## config.mk

```make
export PLATFORM = sky130hd
export DESIGN_NAME = regfile_read_arbiter_flat
export DESIGN_NICKNAME = d
export VERILOG_FILES = /design/src/rtl/regfile_read_arbiter_pkg.sv /design/src/rtl/regfile_read_arbiter_if.sv /design/src/rtl/regfile_read_arbiter_rr_arbiter.sv /design/src/rtl/regfile_read_arbiter.sv /design/src/flat_wrapper.sv
export SDC_FILE = /design/constraint.sdc
export NUM_CORES = 1
export LEC_CHECK = 0
export CAP_MARGIN = 5
export CORE_AREA = 2 2 83 85
export DETAILED_ROUTE_END_ITERATION = 12
export DIE_AREA = 0 0 85 87
export GPL_TIMING_DRIVEN = 0
export MAX_ROUTING_LAYER = met4
export PLACE_DENSITY = 0.77
export SYNTH_ARGS = -nofsm -noshare
export SYNTH_HDL_FRONTEND = slang
export SYNTH_SLANG_ARGS = --single-unit
export TNS_END_PERCENT = 20
```

## constraint.sdc

```tcl
create_clock -name clk -period 5.6 [get_ports clk]
set_clock_uncertainty 0.05 [all_clocks]
set_input_delay 1.12 -clock clk [delete_from_list [all_inputs] [get_ports clk]]
set_output_delay 1.12 -clock clk [all_outputs]
set_load 0.05 [all_outputs]
```

## src/rtl/regfile_read_arbiter_pkg.sv

```systemverilog
// Shared definitions for the register-file read arbiter: scan FSM states,
// register-file geometry and the slot-index width helper.
package regfile_read_arbiter_pkg;

  localparam int REG_COUNT = 32;
  localparam int REG_IDX_W = 5;

  typedef enum logic [1:0] {
    IDLE = 2'd0,
    SCAN = 2'd1,
    DONE = 2'd2
  } scan_state_e;

  // Width needed to encode nreq external slots plus the scan slot.
  function automatic int slot_w(input int nreq);
    return (nreq < 1) ? 1 : $clog2(nreq + 1);
  endfunction

endpackage

```

## src/rtl/regfile_read_arbiter_if.sv

```systemverilog
// Requester-side bus of the register-file read arbiter.
//
// Handshake: req[i] is a level request held until gnt[i] pulses in the same
// cycle (gnt is combinational on req). In the cycle after gnt[i] the requester
// may change addr or drop req. Exactly two cycles after gnt[i], rvalid[i] is
// high for one cycle and rdata carries the entry; there is no back-pressure.
interface regfile_read_arbiter_if #(
  parameter int N    = 8,
  parameter int NREQ = 4
);
  import regfile_read_arbiter_pkg::*;

  logic [NREQ-1:0]           req;
  logic [NREQ*REG_IDX_W-1:0] addr;
  logic [NREQ-1:0]           gnt;
  logic [NREQ-1:0]           rvalid;
  logic [N-1:0]              rdata;

  modport master (
    output req,
    output addr,
    input  gnt,
    input  rvalid,
    input  rdata
  );

  modport slave (
    input  req,
    input  addr,
    output gnt,
    output rvalid,
    output rdata
  );

endinterface

```

## src/rtl/regfile_read_arbiter_rr_arbiter.sv

```systemverilog
// Round-robin arbiter over WIDTH slots. The search starts at ptr; the first
// requesting slot wins. After a grant the pointer moves one past the winner.
module rr_arbiter
  import regfile_read_arbiter_pkg::*;
#(
  parameter int WIDTH = 5,
  parameter int PW    = slot_w(WIDTH - 1)
) (
  input  logic             clk,
  input  logic             rst,
  input  logic [WIDTH-1:0] req,
  input  logic             advance,
  output logic [WIDTH-1:0] gnt,
  output logic [PW-1:0]    winner,
  output logic [PW-1:0]    ptr
);

  logic          found;
  logic [PW:0]   sum;
  logic [PW-1:0] idx;

  // Rotating priority search starting at the pointer, wrapping at WIDTH.
  always_comb begin
    gnt    = '0;
    winner = '0;
    found  = 1'b0;
    sum    = '0;
    idx    = '0;
    for (int k = 0; k < WIDTH; k++) begin
      sum = {1'b0, ptr} + (PW + 1)'(k);
      if (sum >= (PW + 1)'(WIDTH)) begin
        sum = sum - (PW + 1)'(WIDTH);
      end
      idx = sum[PW-1:0];
      if (!found && req[idx]) begin
        found    = 1'b1;
        gnt[idx] = 1'b1;
        winner   = idx;
      end
    end
  end

  // Pointer moves past the winner on a grant and holds otherwise.
  always_ff @(posedge clk) begin
    if (rst) begin
      ptr <= '0;
    end else if (advance && found) begin
      if (winner == PW'(WIDTH - 1)) begin
        ptr <= '0;
      end else begin
        ptr <= winner + 1'b1;
      end
    end
  end

endmodule

```

## src/rtl/regfile_read_arbiter.sv

```systemverilog
// Shares one 32-entry read mux between NREQ requesters and a scan engine.
// Grant cycle t registers the mux select, cycle t+1 captures the mux output,
// and the result is flagged valid in cycle t+2 for the winning slot.
module regfile_read_arbiter
  import regfile_read_arbiter_pkg::*;
#(
  parameter int N    = 8,
  parameter int NREQ = 4,
  localparam int SW  = slot_w(NREQ)
) (
  input  logic                 clk,
  input  logic                 rst,
  regfile_read_arbiter_if.slave bus,
  output logic [REG_IDX_W-1:0] mux_sel,
  input  logic [N-1:0]         mux_out,
  input  logic                 scan_start,
  output logic                 scan_busy,
  output logic                 scan_valid,
  output logic [REG_IDX_W-1:0] scan_idx,
  output logic                 scan_done,
  output logic [1:0]           scan_state,
  output logic [SW-1:0]        rr_ptr
);

  localparam int SLOTS = NREQ + 1;
  localparam logic [SW-1:0] SCAN_SLOT = SW'(NREQ);
  localparam logic [1:0] ST_IDLE = 2'(IDLE);
  localparam logic [1:0] ST_SCAN = 2'(SCAN);
  localparam logic [1:0] ST_DONE = 2'(DONE);
  localparam logic [REG_IDX_W-1:0] LAST_IDX = REG_IDX_W'(REG_COUNT - 1);

  logic [1:0]           state;
  logic [REG_IDX_W-1:0] scan_cnt;
  logic [SLOTS-1:0]     slot_req;
  logic [SLOTS-1:0]     slot_gnt;
  logic [SW-1:0]        winner;
  logic                 any_gnt;
  logic [REG_IDX_W-1:0] win_idx;
  logic                 tag_valid;
  logic [SW-1:0]        tag;

  // Scan slot sits above the external slots; nothing competes during reset.
  assign slot_req = rst ? '0 : {(state == ST_SCAN), bus.req};

  rr_arbiter #(
    .WIDTH (SLOTS),
    .PW    (SW)
  ) u_arb (
    .clk     (clk),
    .rst     (rst),
    .req     (slot_req),
    .advance (!rst),
    .gnt     (slot_gnt),
    .winner  (winner),
    .ptr     (rr_ptr)
  );

  assign any_gnt = |slot_gnt;
  assign bus.gnt = slot_gnt[NREQ-1:0];

  // Entry index requested by the winning slot (scan slot uses its counter).
  always_comb begin
    win_idx = scan_cnt;
    for (int i = 0; i < NREQ; i++) begin
      if (winner == SW'(i)) begin
        win_idx = bus.addr[i*REG_IDX_W +: REG_IDX_W];
      end
    end
  end

  // Issue stage: register the mux select and remember who it belongs to.
  always_ff @(posedge clk) begin
    if (rst) begin
      mux_sel   <= '0;
      tag       <= '0;
      tag_valid <= 1'b0;
    end else if (any_gnt) begin
      mux_sel   <= win_idx;
      tag       <= winner;
      tag_valid <= 1'b1;
    end else begin
      tag_valid <= 1'b0;
    end
  end

  // Capture stage: latch the mux output and raise exactly one valid.
  always_ff @(posedge clk) begin
    if (rst) begin
      bus.rdata  <= '0;
      bus.rvalid <= '0;
      scan_valid <= 1'b0;
      scan_idx   <= '0;
    end else begin
      bus.rvalid <= '0;
      scan_valid <= 1'b0;
      if (tag_valid) begin
        bus.rdata <= mux_out;
        if (tag == SCAN_SLOT) begin
          scan_valid <= 1'b1;
          scan_idx   <= mux_sel;
        end else begin
          for (int i = 0; i < NREQ; i++) begin
            if (tag == SW'(i)) begin
              bus.rvalid[i] <= 1'b1;
            end
          end
        end
      end
    end
  end

  // Scan FSM: walk entries 0..31 once per start, one entry per scan grant.
  always_ff @(posedge clk) begin
    if (rst) begin
      state    <= ST_IDLE;
      scan_cnt <= '0;
    end else begin
      case (state)
        ST_IDLE: begin
          if (scan_start) begin
            state    <= ST_SCAN;
            scan_cnt <= '0;
          end
        end
        ST_SCAN: begin
          if (slot_gnt[NREQ]) begin
            if (scan_cnt == LAST_IDX) begin
              state <= ST_DONE;
            end else begin
              scan_cnt <= scan_cnt + 1'b1;
            end
          end
        end
        ST_DONE: state <= ST_IDLE;
        default: state <= ST_IDLE;
      endcase
    end
  end

  assign scan_state = state;
  assign scan_busy  = (state != ST_IDLE);
  assign scan_done  = (state == ST_DONE) && !rst;

endmodule

```

## src/flat_wrapper.sv

```systemverilog
// flat-port wrapper written by rule: the top's interface ports become plain ports
module regfile_read_arbiter_flat import regfile_read_arbiter_pkg::*;
#(
  parameter int N    = 8,
  parameter int NREQ = 4,
  localparam int SW  = slot_w(NREQ)
)
  (clk, rst, mux_sel, mux_out, scan_start, scan_busy, scan_valid, scan_idx, scan_done, scan_state, rr_ptr, bus_req, bus_addr, bus_gnt, bus_rvalid, bus_rdata);
  regfile_read_arbiter_if #(.N(N), .NREQ(NREQ)) bus_i ();
  input  logic clk;
  input  logic rst;
  output logic [REG_IDX_W-1:0] mux_sel;
  input  logic [N-1:0] mux_out;
  input  logic scan_start;
  output logic scan_busy;
  output logic scan_valid;
  output logic [REG_IDX_W-1:0] scan_idx;
  output logic scan_done;
  output logic [1:0] scan_state;
  output logic [SW-1:0] rr_ptr;
  input wire logic [$bits(bus_i.req)-1:0] bus_req;
  input wire logic [$bits(bus_i.addr)-1:0] bus_addr;
  output wire logic [$bits(bus_i.gnt)-1:0] bus_gnt;
  output wire logic [$bits(bus_i.rvalid)-1:0] bus_rvalid;
  output wire logic [$bits(bus_i.rdata)-1:0] bus_rdata;
  assign bus_i.req = bus_req;
  assign bus_i.addr = bus_addr;
  assign bus_gnt = bus_i.gnt;
  assign bus_rvalid = bus_i.rvalid;
  assign bus_rdata = bus_i.rdata;
  regfile_read_arbiter #(.N(N), .NREQ(NREQ)) u_core (.clk(clk), .rst(rst), .bus(bus_i), .mux_sel(mux_sel), .mux_out(mux_out), .scan_start(scan_start), .scan_busy(scan_busy), .scan_valid(scan_valid), .scan_idx(scan_idx), .scan_done(scan_done), .scan_state(scan_state), .rr_ptr(rr_ptr));
endmodule
```

==> summary.md <==
| Metric | Value |
|---|---|
| Router iterations before antenna repair | 5 |
| Netlist cell types | 83 |
| Die W | roughly 85 um |
| Vias after detailed routing | 3,439 |
| 1st-iter DRT viols | ~280 |
| CTS tree | built |
| Number of port buffers | between 60 and 70 |
| Outcome | completed |
| Clk_lat worst skew | 300 ps |
| Mapped cell area | 0.00332 mm2 |
| WL per Instance | 18.8 um |
| FF/Latch Area | 742 um2 |
| Top Ports | between 60 and 70 |
| Syn nets | 451 |
| Fin util | roughly 64% |
| Worst-margin pin slew | 1010 ps |
| PD cells | 663 mW/mm2 |
| Tmin final | 5410 ps |
| Most frequent cells in the layout | clkdlybuf4s50_1, nor2_1, dfxtp_1 |
| F_max | roughly 180 MHz |
| Final Instance Area | around 0.0042 mm2 |
| Largest net degree at the start of global routing | 12 |
| Layout cells sized above 1 | 13.0% |
| Area of the multi-input gates | around 0.0024 mm2 |
| Unrepaired setup endpoints after global routing | no |
| Hpwl dp | 7930 um |
| Starting density of the core | 50.6% |
| Via/cell ratio | approximately 6.2 |
| Crit path kind | flip-flop to primary output |
| #FFs+latches synth | 37 |
| Root Buffer Master | clkbuf_8 |
| Worst vdd ir | 0.000434 V |
| GRT Util Overall | between 20% and 30% |
| Final ANT Viol Nets | 0 |
| Setup crit end kind | primary output |
| Async S/R FF share, synth | 0% |
| Number of synthesized flops with an enable pin | 0 |
| Max Slew Vio Count | 0 |
| Slew headroom | 32.5% |
| Setup Viol. Count Final | 0 |
| Setup slack after layout | ~190 ps |
| Arrival @ worst endpoint | ~4200 ps |
| Num CTS Buffers | 5 |
| Clock Sinks | 37 |
| Drt drc | 0 |
| Diode count | 0 |
| H-tree levels | 2 |
| Post-layout net count | 525 |
| Die H | 87 um |
| Postcts setup bufs | 0 |
| Ys Warns | 0 |
| Min-Delay Path Class | flip-flop to flip-flop |
| Fin. Hold Viols | 0 |
| Required time of the critical path | 4430 ps |
| Main synth FF type | dfxtp_1 |
| Grt ovf | 0 |
| Reg clk slew, reported paths | about 80 ps |
| Filler instances | 560 |
| CP startpoint kind | flip-flop |
| Max Buffers Root-to-Sink | 2 |
| Placed cell area | 0.00409 mm2 |
| Core ar. | 0.00657 mm2 |
| Row count | 30 |
| Syn Area/Cell | 8.25 um2 |
| Vias in the first global route | 3,456 |
| Most common cell after layout, fill and taps aside | clkdlybuf4s50_1 |
| Post-Place Setup Slack | -306 ps |
| Full die area | 0.00740 mm2 |
| Mapped Cells | 403 |
| Initial antenna violation count | 0 |
| Worst Path Max Fanout | 11 |
| Fin crit share | 96.5% |
| TNS Setup | 0 ps |
| Seq/Total Area, Yosys | 22.3% |
| Max Cap Viol | 0 |
| Power Total | 2.79 mW |
| First-pass GRT wire length | 17,000 um |
| Area grow syn2layout | 26.6% |
| WL final | 10,500 um |
| Leakage | 1.66 nW |
| Placer Congestion | 0.961 |
==> state kept, by name (all words and copies together), names as in the netlist <==
| name | flops |
|---|---|
| u_core.tag_valid | 1 |
| u_core.mux_sel | 5 |
| u_core.scan_valid | 1 |
| u_core.tag | 3 |
| u_core.scan_state | 2 |
| u_core.bus.rdata | 8 |
| u_core.scan_idx | 5 |
| u_core.bus.rvalid | 4 |
| u_core.u_arb.ptr | 3 |
| u_core.scan_cnt | 5 |
==> repair_timing <==
item                                    4_1_cts  5_1_grt
pin swaps                                     0        1
hold buffers                                  0        0
resized for setup                            11        9
endpoints found under the setup margin        4        3
==> worst max-delay path, cell delays in order (launching register included) <==
cell	delay, ps
dfxtp_2	490
inv_1	250
ha_1	290
ha_1	280
clkbuf_1	230
buf_2	270
o22a_1	340
nand3_1	260
o31ai_4	210
buf_6	200
nor2_1	60
a211oi_2	260
o31ai_1	110
a31o_1	240
buf_2	190
clkbuf_4	230
==> synth_stat cells (9+ instances only) <==
cell      instances  area (um2)
buf_2            10        50.1
nor3_1           13        65.1
nand2b_1         19         119
ha_1             12         150
dfxtp_1          37         741
nand2_1          16        60.1
nor2_1           37         139
o21ai_0           9        45.0
mux2i_1          30         300
nor2b_1          16         100
inv_1            10        37.5
a21oi_1          21         105
nand3_1          10        50.1
==> per-layer routing <==
metal / share of wire [%] / wire length, um / vias to the layer above / GRT usage [%]
li1: - / - / 1646 / -
met1: 43 / 4530 / 1619 / 35.7
met2: 47 / 4930 / 142 / 48.2
met3: 6.4 / 666 / 32 / 5.69
met4: 3.2 / 337 / 0 / 12.6
met5: 0 / 0 / - / -
==> where the power goes <==
group | switching [mW] | internal [mW]
clock network | 0.0996 | 0.0974
logic | 1.34 | 0.867
registers | 0.0535 | 0.334
total | 1.49 | 1.30
==> through the flow <==
stage,instances,hold slack (ps)
finish,557,431
global route,557,478
CTS,557,429
detailed placement,550,416
global placement,550,419
floorplan,403,398
==> cell families (layout without fill, tap and decap cells) <==
family | Yosys count | count (layout) | synth area share, %
AND/OR/NAND/NOR | 159 | 159 | 27.0
AO/OA/AOI/OAI | 112 | 112 | 27.1
buffers and inverters | 43 | 117 | 7.04
flip-flops | 37 | 37 | 22.3
multiplexers | 31 | 31 | 9.38
adder cells (fa/ha/maj) | 13 | 13 | 5.12
XOR/XNOR | 8 | 8 | 2.11
==> cell type report <==
type / instances / area share (%)
buffer: 28 / 4.22
clock buffer: 6 / 1.96
clock inverter: 1 / 0.178
inverter: 15 / 1.34
multi-input combinational: 323 / 56.7
sequential: 37 / 17.6
tap: 80 / 2.38
timing repair buffer: 67 / 15.6
==> path summary, 6_finish.rpt <==
kind,slack (ps),start,cells after the start,to
max,190,u_core.u_arb.ptr[1]$_SDFFE_PP0P_,15,bus_gnt[2]
min,430,u_core.tag[2]$_SDFFE_PP0P_,2,u_core.tag[2]$_SDFFE_PP0P_
max reg2reg,520,u_core.u_arb.ptr[1]$_SDFFE_PP0P_,19,u_core.mux_sel[1]$_SDFFE_PP0P_
min reg2reg,430,u_core.tag[2]$_SDFFE_PP0P_,2,u_core.tag[2]$_SDFFE_PP0P_
No activity file was read; power rests on OpenSTA's default activity.
